<file path="src/rtl/tlc_pkg.sv">
// Shared types and constants for the traffic-light sequencer: state encoding,
// lamp bit positions and the lamp pattern shown in each state.
package tlc_pkg;

  typedef enum logic [2:0] {
    StMainGrn = 3'd0,
    StMainYel = 3'd1,
    StRedA    = 3'd2,
    StSideGrn = 3'd3,
    StSideYel = 3'd4,
    StWalk    = 3'd5,
    StRedB    = 3'd6
  } state_e;

  localparam int unsigned RM = 6;
  localparam int unsigned YM = 5;
  localparam int unsigned GM = 4;
  localparam int unsigned RS = 3;
  localparam int unsigned YS = 2;
  localparam int unsigned GS = 1;
  localparam int unsigned W  = 0;

  localparam logic [6:0] LampMainGrn = 7'b0011000;
  localparam logic [6:0] LampMainYel = 7'b0101000;
  localparam logic [6:0] LampRedA    = 7'b1001000;
  localparam logic [6:0] LampSideGrn = 7'b1000010;
  localparam logic [6:0] LampSideYel = 7'b1000100;
  localparam logic [6:0] LampWalk    = 7'b1001001;
  localparam logic [6:0] LampRedB    = 7'b1001000;

  function automatic logic [6:0] lamp_pattern(state_e s);
    logic [6:0] p;
    unique case (s)
      StMainGrn: p = LampMainGrn;
      StMainYel: p = LampMainYel;
      StRedA:    p = LampRedA;
      StSideGrn: p = LampSideGrn;
      StSideYel: p = LampSideYel;
      StWalk:    p = LampWalk;
      default:   p = LampRedB;
    endcase
    return p;
  endfunction

  function automatic int unsigned max_u(int unsigned a, int unsigned b);
    return (a > b) ? a : b;
  endfunction

endpackage

</file>
<file path="src/rtl/light_sequencer_if.sv">
// Lamp-side interface of the sequencer: lamp vector, debug phase and tick strobe.
// The sequencer drives it (master); the lamp-driver block listens (slave).
interface light_sequencer_if;
  logic [6:0] light_signals;
  logic [2:0] phase;
  logic       tick;

  modport master (output light_signals, phase, tick);
  modport slave  (input  light_signals, phase, tick);
endinterface

</file>
<file path="src/rtl/tick_prescaler.sv">
// Free-running divider producing a one-cycle tick every TICK_DIV clocks.
module tick_prescaler #(
  parameter int unsigned TICK_DIV = 50000000
) (
  input  logic clk,
  input  logic sys_reset,
  output logic tick
);
  localparam int unsigned CntW = $clog2(TICK_DIV);

  logic [CntW-1:0] count_q, count_d;

  assign tick = (count_q == CntW'(TICK_DIV - 1));

  always_comb begin
    count_d = tick ? '0 : count_q + CntW'(1);
  end

  always_ff @(posedge clk or posedge sys_reset) begin
    if (sys_reset) begin
      count_q <= '0;
    end else begin
      count_q <= count_d;
    end
  end

endmodule

</file>
<file path="src/rtl/light_sequencer.sv">
// Main/side road traffic-light controller with pedestrian walk phase.
// Lamps and phase are registered from the next state so they switch with the state.
module light_sequencer
  import tlc_pkg::*;
#(
  parameter int unsigned TICK_DIV   = 50000000,
  parameter int unsigned T_MAIN_MIN = 20,
  parameter int unsigned T_MAIN_YEL = 3,
  parameter int unsigned T_ALLRED   = 1,
  parameter int unsigned T_SIDE_GRN = 10,
  parameter int unsigned T_SIDE_YEL = 3,
  parameter int unsigned T_WALK     = 6
) (
  input  logic              clk,
  input  logic              sys_reset,
  input  logic              side_sensor,
  input  logic              walk_req,
  light_sequencer_if.master lamps
);
  localparam int unsigned TMax = max_u(max_u(max_u(T_MAIN_MIN, T_MAIN_YEL), max_u(T_ALLRED,
                                 T_SIDE_GRN)), max_u(T_SIDE_YEL, T_WALK));
  localparam int unsigned DwellW = (TMax > 1) ? $clog2(TMax) : 1;

  state_e            state_q, state_d;
  logic [DwellW-1:0] dwell_q, dwell_d;
  logic [1:0]        side_sync_q, walk_sync_q;
  logic              side_pending_q, side_pending_d;
  logic              walk_pending_q, walk_pending_d;
  logic [6:0]        lamp_q, lamp_d;
  logic              tick;
  logic              dwell_last;
  logic              side_clr, walk_clr;
  int unsigned       t_cur;

  tick_prescaler #(
    .TICK_DIV(TICK_DIV)
  ) u_prescaler (
    .clk      (clk),
    .sys_reset(sys_reset),
    .tick     (tick)
  );

  // State register, synchronizers, counters and lamp outputs
  always_ff @(posedge clk or posedge sys_reset) begin
    if (sys_reset) begin
      state_q        <= StRedB;
      dwell_q        <= '0;
      side_sync_q    <= '0;
      walk_sync_q    <= '0;
      side_pending_q <= 1'b0;
      walk_pending_q <= 1'b0;
      lamp_q         <= LampRedB;
    end else begin
      state_q        <= state_d;
      dwell_q        <= dwell_d;
      side_sync_q    <= {side_sync_q[0], side_sensor};
      walk_sync_q    <= {walk_sync_q[0], walk_req};
      side_pending_q <= side_pending_d;
      walk_pending_q <= walk_pending_d;
      lamp_q         <= lamp_d;
    end
  end

  always_comb begin
    t_cur = T_ALLRED;
    unique case (state_q)
      StMainGrn: t_cur = T_MAIN_MIN;
      StMainYel: t_cur = T_MAIN_YEL;
      StSideGrn: t_cur = T_SIDE_GRN;
      StSideYel: t_cur = T_SIDE_YEL;
      StWalk:    t_cur = T_WALK;
      default:   t_cur = T_ALLRED;
    endcase
  end

  // Greater-or-equal lets main green keep re-evaluating once its dwell saturates.
  assign dwell_last = tick && ((32'(dwell_q) + 32'd1) >= t_cur);

  // Next-state, dwell and request bookkeeping
  always_comb begin
    state_d = state_q;
    if (dwell_last) begin
      unique case (state_q)
        StMainGrn: if (side_pending_q || walk_pending_q) state_d = StMainYel;
        StMainYel: state_d = StRedA;
        StRedA:    state_d = walk_pending_q ? StWalk : StSideGrn;
        StSideGrn: state_d = StSideYel;
        StSideYel: state_d = StRedB;
        StWalk:    state_d = StRedB;
        default:   state_d = StMainGrn;
      endcase
    end

    if (state_d != state_q) begin
      dwell_d = '0;
    end else if (tick && !dwell_last) begin
      dwell_d = dwell_q + DwellW'(1);
    end else begin
      dwell_d = dwell_q;
    end

    side_clr       = (state_d == StSideGrn) && (state_q != StSideGrn);
    walk_clr       = (state_d == StWalk) && (state_q != StWalk);
    side_pending_d = (side_pending_q | side_sync_q[1]) & ~side_clr;
    walk_pending_d = (walk_pending_q | walk_sync_q[1]) & ~walk_clr;
  end

  // Output decode from the next state
  always_comb begin
    lamp_d = lamp_pattern(state_d);
  end

  assign lamps.light_signals = lamp_q;
  assign lamps.phase         = state_q;
  assign lamps.tick          = tick;

endmodule

</file>
<file path="src/flat_wrapper.sv">
// flat-port wrapper written by rule: the top's interface ports become plain ports
module light_sequencer_flat import tlc_pkg::*;
#(
  parameter int unsigned TICK_DIV   = 50000000,
  parameter int unsigned T_MAIN_MIN = 20,
  parameter int unsigned T_MAIN_YEL = 3,
  parameter int unsigned T_ALLRED   = 1,
  parameter int unsigned T_SIDE_GRN = 10,
  parameter int unsigned T_SIDE_YEL = 3,
  parameter int unsigned T_WALK     = 6
)
  (clk, sys_reset, side_sensor, walk_req, lamps_light_signals, lamps_phase, lamps_tick);
  light_sequencer_if lamps_i ();
  input  logic clk;
  input  logic sys_reset;
  input  logic side_sensor;
  input  logic walk_req;
  output wire logic [$bits(lamps_i.light_signals)-1:0] lamps_light_signals;
  output wire logic [$bits(lamps_i.phase)-1:0] lamps_phase;
  output wire logic [$bits(lamps_i.tick)-1:0] lamps_tick;
  assign lamps_light_signals = lamps_i.light_signals;
  assign lamps_phase = lamps_i.phase;
  assign lamps_tick = lamps_i.tick;
  light_sequencer #(.TICK_DIV(TICK_DIV), .T_MAIN_MIN(T_MAIN_MIN), .T_MAIN_YEL(T_MAIN_YEL), .T_ALLRED(T_ALLRED), .T_SIDE_GRN(T_SIDE_GRN), .T_SIDE_YEL(T_SIDE_YEL), .T_WALK(T_WALK)) u_core (.clk(clk), .sys_reset(sys_reset), .side_sensor(side_sensor), .walk_req(walk_req), .lamps(lamps_i));
endmodule
</file>
<file path="config.mk">
export PLATFORM = sky130hd
export DESIGN_NAME = light_sequencer_flat
export DESIGN_NICKNAME = d
export VERILOG_FILES = /design/src/rtl/tlc_pkg.sv /design/src/rtl/light_sequencer_if.sv /design/src/rtl/tick_prescaler.sv /design/src/rtl/light_sequencer.sv /design/src/flat_wrapper.sv
export SDC_FILE = /design/constraint.sdc
export NUM_CORES = 1
export LEC_CHECK = 0
export BUFFER_PORTS_ARGS = -buffer_cell sky130_fd_sc_hd__buf_4
export CAP_MARGIN = 20
export CELL_PAD_IN_SITES_DETAIL_PLACEMENT = 1
export CELL_PAD_IN_SITES_GLOBAL_PLACEMENT = 1
export CORE_ASPECT_RATIO = 0.8
export CORE_MARGIN = 3
export CORE_UTILIZATION = 47
export DETAILED_ROUTE_END_ITERATION = 8
export MAX_ROUTING_LAYER = met4
export PLACE_DENSITY_LB_ADDON = 0.1
export SLEW_MARGIN = 10
export SYNTH_ARGS = -nofsm -noshare
export SYNTH_HDL_FRONTEND = slang
export SYNTH_SLANG_ARGS = --single-unit
</file>
<file path="constraint.sdc">
create_clock -name clk -period 3.9 [get_ports clk]
set_clock_uncertainty 0.15 [all_clocks]
set_input_delay 0.78 -clock clk [delete_from_list [all_inputs] [get_ports clk]]
set_output_delay 0.78 -clock clk [all_outputs]
set_load 0.01 [all_outputs]
</file>
==> results of run 1 <==
==> kinds of logic (layout without fill, tap and decap cells) <==
family	count (synthesis)	count (layout)	share of synthesized area, %
AND/OR/NAND/NOR	105	105	24.3
multiplexers	3	3	1.41
flip-flops	47	47	51.4
AO/OA/AOI/OAI	27	27	8.54
buffers and inverters	7	26	1.41
XOR/XNOR	24	24	9.14
adder cells (fa/ha/maj)	7	7	3.81
==> power by group through the flow <==
| stage | Clock, W | Combinational [W] | Sequential (W) |
|---|---|---|---|
| after floorplan | 0 | 0.00000711 | 0.000499 |
| after global placement | 0 | 0.0000116 | 0.000499 |
| after detailed placement | 0 | 0.0000122 | 0.000499 |
| after CTS | 0.000381 | 0.0000121 | 0.000490 |
| after global routing | 0.000414 | 0.0000164 | 0.000490 |
| final | 0.000380 | 0.0000141 | 0.000490 |
==> cells in the final DEF (no fill, tap or decap), types with 2 or more instances in the layout <==
cell      count
nor3_1        7
nand3_1      12
nor2_1       31
or2_2         2
inv_2         2
o31ai_1       2
nor4b_1       2
o21ai_0       8
dfstp_2       4
a22o_1        5
xor2_1       14
mux2_2        2
and2_1        2
clkbuf_8      6
nor4_1        2
nand4_1      10
ha_1          7
nand2b_1      4
or3_1         2
dfrtp_1      43
and3_1        5
xnor2_1      10
nand2_1      17
buf_4        15
==> metrics by stage <==
stage | total power (W) | util [%]
2_1_floorplan | 0.000506 | -
3_3_place_gp | 0.000511 | 52.9
3_5_place_dp | 0.000512 | 52.9
4_1_cts | 0.000883 | 55.5
5_1_grt | 0.000920 | 55.9
6_report | 0.000884 | 55.9
==> routing by layer <==
| layer | vias to the layer above | GRT usage (%) |
|---|---|---|
| met5 | - | - |
| met4 | 0 | 7.83 |
| met3 | 14 | 4.16 |
| met2 | 38 | 34.4 |
| met1 | 876 | 27.2 |
| li1 | 818 | - |
==> critical path: stages (launching register included) <==
cell and delay [ns]:
dfrtp_1 0.52, or2_2 0.38, a21o_1 0.19, and2_1 0.15
ha_1 0.27, nor3b_1 0.16, o21ai_0 0.18, a211oi_2 0.63
o21ai_2 0.21, mux2_2 0.31
==> synthesized netlist by cell type, drive strengths merged <==
cell type / count / area share (%)
a211o: 1 / 0.38
a211oi: 1 / 0.54
a21boi: 1 / 0.33
a21o: 1 / 0.33
a22o: 5 / 1.9
a2bb2oi: 1 / 0.38
a31oi: 1 / 0.27
and2: 2 / 0.54
and3: 5 / 1.4
buf: 3 / 0.76
clkbuf: 2 / 0.33
dfrtp: 43 / 47
dfstp: 4 / 4.6
ha: 7 / 3.8
inv: 2 / 0.33
mux2: 2 / 0.98
mux2i: 1 / 0.44
nand2: 18 / 3.3
nand2b: 4 / 1.1
nand3: 12 / 2.6
nand3b: 1 / 0.33
nand4: 12 / 4.2
nor2: 31 / 5.1
nor3: 7 / 1.5
nor3b: 1 / 0.33
nor4: 2 / 0.54
nor4b: 2 / 0.76
nor4bb: 1 / 0.44
o21a: 1 / 0.33
o21ai: 10 / 2.3
o22a: 1 / 0.38
o22ai: 1 / 0.27
o311a: 1 / 0.44
o31ai: 2 / 0.65
or2: 3 / 0.92
or3: 3 / 1.0
or4: 1 / 0.33
xnor2: 10 / 3.8
xor2: 14 / 5.3
==> final cells by class <==
cell class                 count  area (sq um)
fill                         526          2050
sequential                    47          1180
multi-input combinational    166          1090
timing repair buffer          16           133
clock buffer                   6          82.6
tap                           60          75.1
clock inverter                 2          35.0
inverter                       2          7.51
==> sequential cells by signal, indices dropped and copies added, names as in the netlist <==
register / cells
u_core.side_pending_q: 1
u_core.lamps.light_signals: 7
u_core.lamps.phase: 3
u_core.walk_sync_q: 2
u_core.side_sync_q: 2
u_core.dwell_q: 5
u_core.walk_pending_q: 1
u_core.u_prescaler.count_q: 26
==> how the worst min path moves through the flow <==
| stage | end | slack, ns |
|---|---|---|
| final | u_core.u_prescaler.count_q[4] | 0.20 |
| after global routing | u_core.u_prescaler.count_q[4] | 0.20 |
| after CTS | u_core.side_sync_q[1] | 0.22 |
| after detailed placement | u_core.side_sync_q[1] | 0.20 |
| after global placement | u_core.walk_sync_q[1] | 0.18 |
| after floorplan | u_core.side_sync_q[1] | 0.18 |
==> metrics, run 1 <==
# rows=22; P_int=0.000701 W; # H-tree levels=2; grt ovf=0; GP Congestion=0.812; CORE AREA=0.00465 sq mm; TNS Setup=0 ns; vias=1,746; Max Freq=307 MHz; Hold Vio Cnt, Final=0; Max-cap violations=0; Gate Count Post-Synth=220; Leak=1.20 nW; setup bufs post-CTS=0; Port Buffers=14; drt drc=0; beginning of the critical path=u_core.lamps.phase[0]; CP Capture Type=flop; DR iter-0 viols=95; met3 WL=209 um; Slew Limit Fails=0; synthesized area=0.00230 sq mm; critical path endpoint=u_core.dwell_q[0]; diode count=0; unrepaired setup endpoints after global routing=false; Crit Path Max Fanout=13; I/O pin total=15; post-DP HPWL=3850 um; Overall Global Routing Usage=21.3%; design area=0.00260 sq mm; final layout net count=249; WHS=0.200 ns; Area after DPL=0.00246 sq mm; Syn-to-layout area delta=13.1%; Post-Syn Area per Cell=10.5 sq um; Worst slew margin=47.5%; Sequential Power Share=55.4%; Final min period=3.26 ns; Critical Path AT=3.31 ns; post-route worst setup slack=0.641 ns; CTS clk-pin slew, worst paths=0.09 ns; Tcrit/Tclk final=83.6%; Sink Count=47; Worst EP required=3.95 ns; non-filler instance count after layout=299; die height=68.6 um; Worst R2R End=u_core.dwell_q[0]; Comb power frac=1.6%; initial core utilization=49.4%; Antenna Violating Nets Remaining=0; Worst Tran Pin Value=0.781 ns; first-pass iteration count of the detailed router=4; drt wl/cell=18.1 um; worst skew pair latency=0.31 ns; Synth cell types=48; layout cell share with drive strength beyond 1=17.2%; Die ar.=0.00577 sq mm; PostCTS Resize Cnt=0; pwr/cell area=340 mW/mm^2; Yosys reg bits=47; hold crit path type=primary input to asynchronous set/reset pin; Num CTS Buffers=5; final setup fails=0; clock power share=43.0%; highest routed layer=met4; CTS Root Cell=clkbuf_8; Vias/cell=5.84; die boundary width=84.2 um; Sw Ratio=20.7%; WL final=5400 um; Place WS=0.677 ns; status=finished, final reports clean; Sw Pwr=0.000183 W; maximum vdd drop=0.221 mV; Ys Warns=0; DP Cell Count=290; CTS tree=done; vias in the first global route=1,807; crit path kind=flop to flop; WL met1=2590 um; WL met2=2500 um; crit start category=flop; Syn Nets=231; largest net degree at the start of global routing=48; # hold bufs at CTS=0; Max Root-Sink Buffers=2; worst r2r src=u_core.lamps.phase[0]; flop2flop setup slack=0.64 ns; Reg2Reg Depth=9; initial antenna violation count=0; global-route wire length before repair=9140 um; register area share after synthesis=51.4%
No activity file was read; power rests on OpenSTA's default activity.
==> inputs of run 2 (changes only) <==
==> constraint.sdc (replaced) <==
create_clock -name clk -period 3.1 [get_ports clk]
set_clock_uncertainty 0.15 [all_clocks]
set_input_delay 0.62 -clock clk [delete_from_list [all_inputs] [get_ports clk]]
set_output_delay 0.62 -clock clk [all_outputs]
set_load 0.01 [all_outputs]
==> run 2 against run 1 <==
Compared with the run above: non-clock buffer count grew 1; highest routed layer unchanged; sequential power grew 26%; sequential cell count is the same; largest power group unchanged; critical path depth shrank 3; die area is the same; global-route usage shrank 0.83 points; clock power shrank 1%; clock-buffer cell count shrank 1; critical path type is now flop to output pin.
==> metrics, run 2 (synthesized netlist as in run 1, its figures left out) <==
Largest register FFs=26 (unchanged); maximum vdd drop=0.230 mV (was 0.221 mV); TNS Setup=0 ns (unchanged); Max-cap violations=0 (unchanged); post-DP HPWL=3780 um (was 3850 um); GP Congestion=0.931 (was 0.812); area of the multi-input gates=0.00109 sq mm (about the same); Die ar.=0.00577 sq mm (unchanged); Critical-path top delay cell=or3_1 (was a211oi_2); hold crit path type=flop to flop (was primary input to asynchronous set/reset pin); Max Freq=344 MHz; worst skew pair latency=0.31 ns (about the same); status=finished, final reports clean (unchanged); Slew Limit Fails=0 (unchanged); # H-tree levels=2 (unchanged); Vias/cell=5.74 (was 5.84); Reg2Reg Depth=8 (was 9); CTS tree=done (unchanged); Worst Tran Pin Value=0.966 ns (was 0.781 ns); layout cell share with drive strength beyond 1=17.5% (was 17.2%); I/O pin total=15 (unchanged); DP Cell Count=291 (was 290); CORE AREA=0.00465 sq mm (unchanged); final setup fails=0 (unchanged); Syn-to-layout area delta=11.9% (was 13.1%); Overall Global Routing Usage=20.5% (was 21.3%); largest reg by FF count=u_core.u_prescaler.count_q (unchanged); CP Capture Type=output pin (was flop); Worst R2R End=u_core.dwell_q[0] (unchanged); Final min period=2.91 ns; Antenna Violating Nets Remaining=0 (unchanged); final layout net count=250 (was 249); drt wl/cell=17.4 um (was 18.1 um); Port Buffers=14 (unchanged); die height=68.6 um (unchanged); initial core utilization=49.4% (unchanged); unrepaired setup endpoints after global routing=false (unchanged); CTS Root Cell=clkbuf_8 (unchanged); number of fill cells in the layout=526 (unchanged); pwr/cell area=391 mW/mm^2 (was 340 mW/mm^2); most frequent cells in the layout=dfrtp_1, nor2_1, nand2_1, buf_4, xor2_1 (was dfrtp_1, nor2_1, nand2_1); crit path kind=flop to output pin (was flop to flop); initial antenna violation count=0 (unchanged); vias=1,723 (was 1,746); Sink Count=47 (unchanged); diode count=0 (unchanged); Leak=1.18 nW (was 1.20 nW); worst r2r src=u_core.lamps.phase[1] (was u_core.lamps.phase[0]); global-route wire length before repair=8800 um (was 9140 um); most common cell after layout, fill and taps aside=dfrtp_1 (unchanged); critical path endpoint=lamps_tick (was u_core.dwell_q[0]); DR iter-0 viols=70 (was 95); drt drc=0 (unchanged); die boundary width=84.2 um (unchanged); flop2flop setup slack=0.23 ns (was 0.64 ns); crit start category=flop (unchanged); Hold Vio Cnt, Final=0 (unchanged); CP peak stage delay=0.53 ns (was 0.63 ns); # rows=22 (unchanged); # hold bufs at CTS=0 (unchanged); Critical Path AT=2.14 ns (was 3.31 ns); Worst slew margin=35.5% (was 47.5%); crit path cell chain=ha_1 -> nand2_4 -> or2_4 -> or3_1 -> inv_2 -> buf_4 (was or2_2 -> a21o_1 -> and2_1 -> ha_1 -> nor3b_1 -> o21ai_0 -> a211oi_2 -> o21ai_2 -> mux2_2); beginning of the critical path=u_core.u_prescaler.count_q[0] (was u_core.lamps.phase[0]); Crit Path Max Fanout=8 (was 13); vias in the first global route=1,773 (was 1,807); non-filler instance count after layout=300 (was 299); FF/Latch Area=0.00118 sq mm (unchanged); Worst EP required=2.33 ns (was 3.95 ns); first-pass iteration count of the detailed router=5 (was 4); Num CTS Buffers=5 (unchanged); WL final=5210 um (was 5400 um); CTS clk-pin slew, worst paths=0.09 ns (about the same); grt ovf=0 (unchanged); largest net degree at the start of global routing=48 (unchanged); Tcrit/Tclk final=93.7%; Max Root-Sink Buffers=2 (unchanged)
## run 2: cell count changes in the layout (fill, tap and decap cells not counted), sizes merged
cell	delta
clkinvlp	+2
buf	+1
bufinv	-1
clkbuf	-1
## run 2: what timing repair did
item	CTS	global route
resized for setup	0	2
endpoints found under the hold margin	0	0
endpoints found under the setup margin	0	12
buffers inserted	0	1
## run 2: critical path: cells and delay by family (launching register included)
kind | cells | cell delay [ns]
fa+ha+maj | 1 | 0.27
buf+inv | 2 | 0.24
flops | 1 | 0.40
simple gates | 3 | 0.90
## run 2: cell type report
type                    instances  area share [%]
flip-flops and latches         47            45.9
multi-input cells             166            42.5
repair buffers                 17            4.96
well taps                      60            2.92
clock buffers                   5            2.67
clock inverters                 3           0.778
inverters                       2           0.292
## run 2: metrics by stage
stage	utilization, %	hold WS (ns)	setup slack [ns]	total power (W)	area (sq um)
final	55.3	0.206	0.195	0.00101	2570
after global placement	53.1	0.185	0.267	0.000643	2470
after floorplan	-	0.181	0.265	0.000637	2300
after global routing	55.3	0.214	0.0557	0.00105	2570
after CTS	55.0	0.208	0.0630	0.00101	2560
after detailed placement	53.1	0.187	0.120	0.000643	2470
## run 2: metal layers
| metal | share of wire [%] | global-route usage (%) |
|---|---|---|
| met3 | 3.1 | 4.39 |
| met5 | 0 | - |
| met2 | 46 | 30.6 |
| met1 | 49 | 27.3 |
| met4 | 1.8 | 8.63 |
## run 2: power by group
group          leakage [nW]  switching [W]  total (W)  internal (W)
Combinational         0.541      0.0000118  0.0000143    0.00000246
Clock                0.0402       0.000218   0.000376      0.000157
Sequential            0.603    0.000000675   0.000616      0.000615
## run 2: worst min path at each step
stage | cells after the start | start | end
floorplan | 0 | u_core.side_sync_q[0] | u_core.side_sync_q[1]
global placement | 0 | u_core.walk_sync_q[0] | u_core.walk_sync_q[1]
detailed placement | 0 | u_core.walk_sync_q[0] | u_core.walk_sync_q[1]
CTS | 0 | u_core.walk_sync_q[0] | u_core.walk_sync_q[1]
global route | 0 | u_core.walk_sync_q[0] | u_core.walk_sync_q[1]
finish | 0 | u_core.walk_sync_q[0] | u_core.walk_sync_q[1]
==> inputs of run 3 (changes only) <==
--- a/config.mk
+++ b/config.mk
@@ -14,7 +14,7 @@
 export CORE_UTILIZATION = 47
 export DETAILED_ROUTE_END_ITERATION = 8
 export MAX_ROUTING_LAYER = met4
-export PLACE_DENSITY_LB_ADDON = 0.1
+export PLACE_DENSITY = 0.84
 export SLEW_MARGIN = 10
 export SYNTH_ARGS = -nofsm -noshare
 export SYNTH_HDL_FRONTEND = slang
==> constraint.sdc (replaced) <==
create_clock -name clk -period 3.3 [get_ports clk]
set_clock_uncertainty 0.15 [all_clocks]
set_input_delay 0.66 -clock clk [delete_from_list [all_inputs] [get_ports clk]]
set_output_delay 0.66 -clock clk [all_outputs]
set_load 0.01 [all_outputs]
==> run 3 against run 2 <==
Compared with the run above: sequential cell count is the same; first-iteration DRC count grew 14%; cell count grew 0.33%; clock power grew 17%; setup slack gained 0.049 ns; non-clock buffer count grew 1; largest cell class unchanged; clock-buffer cell count grew 1.
==> metrics, run 3 (synthesized netlist as in run 1, its figures left out) <==
status=finished, final reports clean (unchanged); post-route worst setup slack=0.244 ns (was 0.195 ns); WL final=5430 um (was 5210 um); Syn-to-layout area delta=13.2% (was 11.9%); Max-cap violations=0 (unchanged); vias in the first global route=1,779 (was 1,773); Sequential Power Share=56.0% (was 61.2%); Crit path buffers/inverters=0 (was 2); final layout net count=251 (was 250); CP Capture Type=flop (was output pin); first-pass iteration count of the detailed router=4 (was 5); Worst Tran Pin Value=0.991 ns (was 0.966 ns); most common cell after layout, fill and taps aside=dfrtp_1 (unchanged); Crit Path Max Fanout=12 (was 8); largest net degree at the start of global routing=48 (unchanged); crit path kind=flop to flop (was flop to output pin); crit path cell chain=or2_2 -> a21o_1 -> and2_1 -> ha_1 -> nor3b_1 -> o21ai_0 -> a211oi_2 -> o21ai_2 -> mux2_2 (was ha_1 -> nand2_4 -> or2_4 -> or3_1 -> inv_2 -> buf_4); Hold Vio Cnt, Final=0 (unchanged); CTS tree=done (unchanged); WHS Path Cells=0 (unchanged); Antenna Violating Nets Remaining=0 (unchanged); crit start category=flop (unchanged); Levels on crit path=9 (was 6); FF/Latch Area=0.00118 sq mm (unchanged); Worst slew margin=33.9% (was 35.5%); Place WS=0.316 ns (was 0.120 ns); CTS clk-pin slew, worst paths=0.09 ns (about the same); most frequent cells in the layout=dfrtp_1, nor2_1, buf_4 (was dfrtp_1, nor2_1, nand2_1, buf_4, xor2_1); GP Congestion=0.899 (was 0.931); layout cell share with drive strength beyond 1=17.8% (was 17.5%); unrepaired setup endpoints after global routing=false (unchanged); number of fill cells in the layout=524 (was 526); Largest register FFs=26 (unchanged); Reg2Reg Depth=9 (was 8); hold crit path type=flop to flop (unchanged); drt drc=0 (unchanged); DR iter-0 viols=80 (was 70); clock power share=42.7% (was 37.3%); Vias/cell=5.85 (was 5.74); TNS Setup=0 ns (unchanged); # H-tree levels=2 (unchanged); initial antenna violation count=0 (unchanged); pwr/cell area=397 mW/mm^2 (was 391 mW/mm^2); Sw Pwr=0.000208 W (was 0.000231 W); Tcrit/Tclk final=92.6%; Sink Count=47 (unchanged); I/O pin total=15 (unchanged); largest reg by FF count=u_core.u_prescaler.count_q (unchanged); global-route wire length before repair=9090 um (was 8800 um); grt ovf=0 (unchanged); initial core utilization=49.4% (unchanged); Area after DPL=0.00248 sq mm (was 0.00247 sq mm); Critical-path top delay cell=a211oi_2 (was or3_1); WHS=0.206 ns (about the same); Critical Path AT=3.11 ns (was 2.14 ns); Sw Ratio=20.1% (was 23.0%); Overall Global Routing Usage=21.1% (was 20.5%); die height=68.6 um (unchanged); CP peak stage delay=0.60 ns (was 0.53 ns); die boundary width=84.2 um (unchanged); drt wl/cell=18.0 um (was 17.4 um); Slew Limit Fails=0 (unchanged); CTS Root Cell=clkbuf_8 (unchanged); diode count=0 (unchanged); Port Buffers=14 (unchanged); Max Freq=327 MHz; design area=0.00260 sq mm (was 0.00257 sq mm); Worst EP required=3.35 ns (was 2.33 ns); Comb power frac=1.3% (was 1.4%); # hold bufs at CTS=0 (unchanged); worst skew pair latency=0.30 ns (was 0.31 ns); area of the multi-input gates=0.00109 sq mm (about the same); post-DP HPWL=4000 um (was 3780 um); CORE AREA=0.00465 sq mm (unchanged); Num CTS Buffers=5 (unchanged); Die ar.=0.00577 sq mm (unchanged); P_int=0.000826 W (was 0.000775 W); Final Power=0.00103 W (was 0.00101 W); maximum vdd drop=0.319 mV (was 0.230 mV); Max Root-Sink Buffers=2 (unchanged); Final min period=3.06 ns; Leak=1.21 nW (was 1.18 nW); final setup fails=0 (unchanged); # rows=22 (unchanged); CP delay by family, top=compound AO/OA/AOI/OAI gates (was simple AND/OR/NAND/NOR gates); PostCTS Resize Cnt=0 (unchanged); vias=1,760 (was 1,723); setup bufs post-CTS=0 (unchanged)
-- run 3: layer usage --
layer | GRT usage (%) | up-vias | routed length [um]
met2 | 31.7 | 42 | 2440
li1 | - | 819 | -
met5 | - | - | 0
met4 | 6.63 | 0 | 78
met3 | 4.04 | 9 | 297
met1 | 29.3 | 890 | 2610
-- run 3: metrics by stage --
stage          cells  util (%)
2_1_floorplan    220         -
3_3_place_gp     293      53.4
3_5_place_dp     293      53.4
4_1_cts          301      55.9
5_1_grt          301      55.9
6_report         301      55.9
-- run 3: final cells by class --
class	count	area share, %
Clock buffer	6	3.17
Clock inverter	2	1.35
Inverter	2	0.288
Multi-Input combinational cell	166	41.7
Sequential cell	47	45.4
Tap cell	60	2.88
Timing Repair Buffer	18	5.19
-- run 3: final timing paths --
| path | startpoint | end | slack (ns) |
|---|---|---|---|
| hold reg to reg | u_core.walk_sync_q[0] | u_core.walk_sync_q[1] | 0.21 |
| setup reg to reg | u_core.lamps.phase[2] | u_core.dwell_q[0] | 0.24 |
| min in group asynchronous | sys_reset | u_core.dwell_q[1] | 0.44 |
| max in group asynchronous | sys_reset | u_core.u_prescaler.count_q[13] | 1.94 |
| setup / recovery | u_core.lamps.phase[2] | u_core.dwell_q[0] | 0.24 |
| hold / removal | u_core.walk_sync_q[0] | u_core.walk_sync_q[1] | 0.21 |
-- run 3: worst reg2reg max path: cells and delay by family, from the launching register on --
kind	cells	cell delay [ns]
mux	1	0.30
fa+ha+maj	1	0.26
simple gates	3	0.65
flops	1	0.43
compound gates	4	1.18
-- run 3: power by group through the flow --
stage,clock [W],combinational (W),sequential [W]
final,0.000441,0.0000136,0.000579
after global placement,0,0.0000143,0.000590
after global routing,0.000479,0.0000160,0.000579
after floorplan,0,0.00000841,0.000590
after detailed placement,0,0.0000146,0.000590
after CTS,0.000452,0.0000145,0.000579
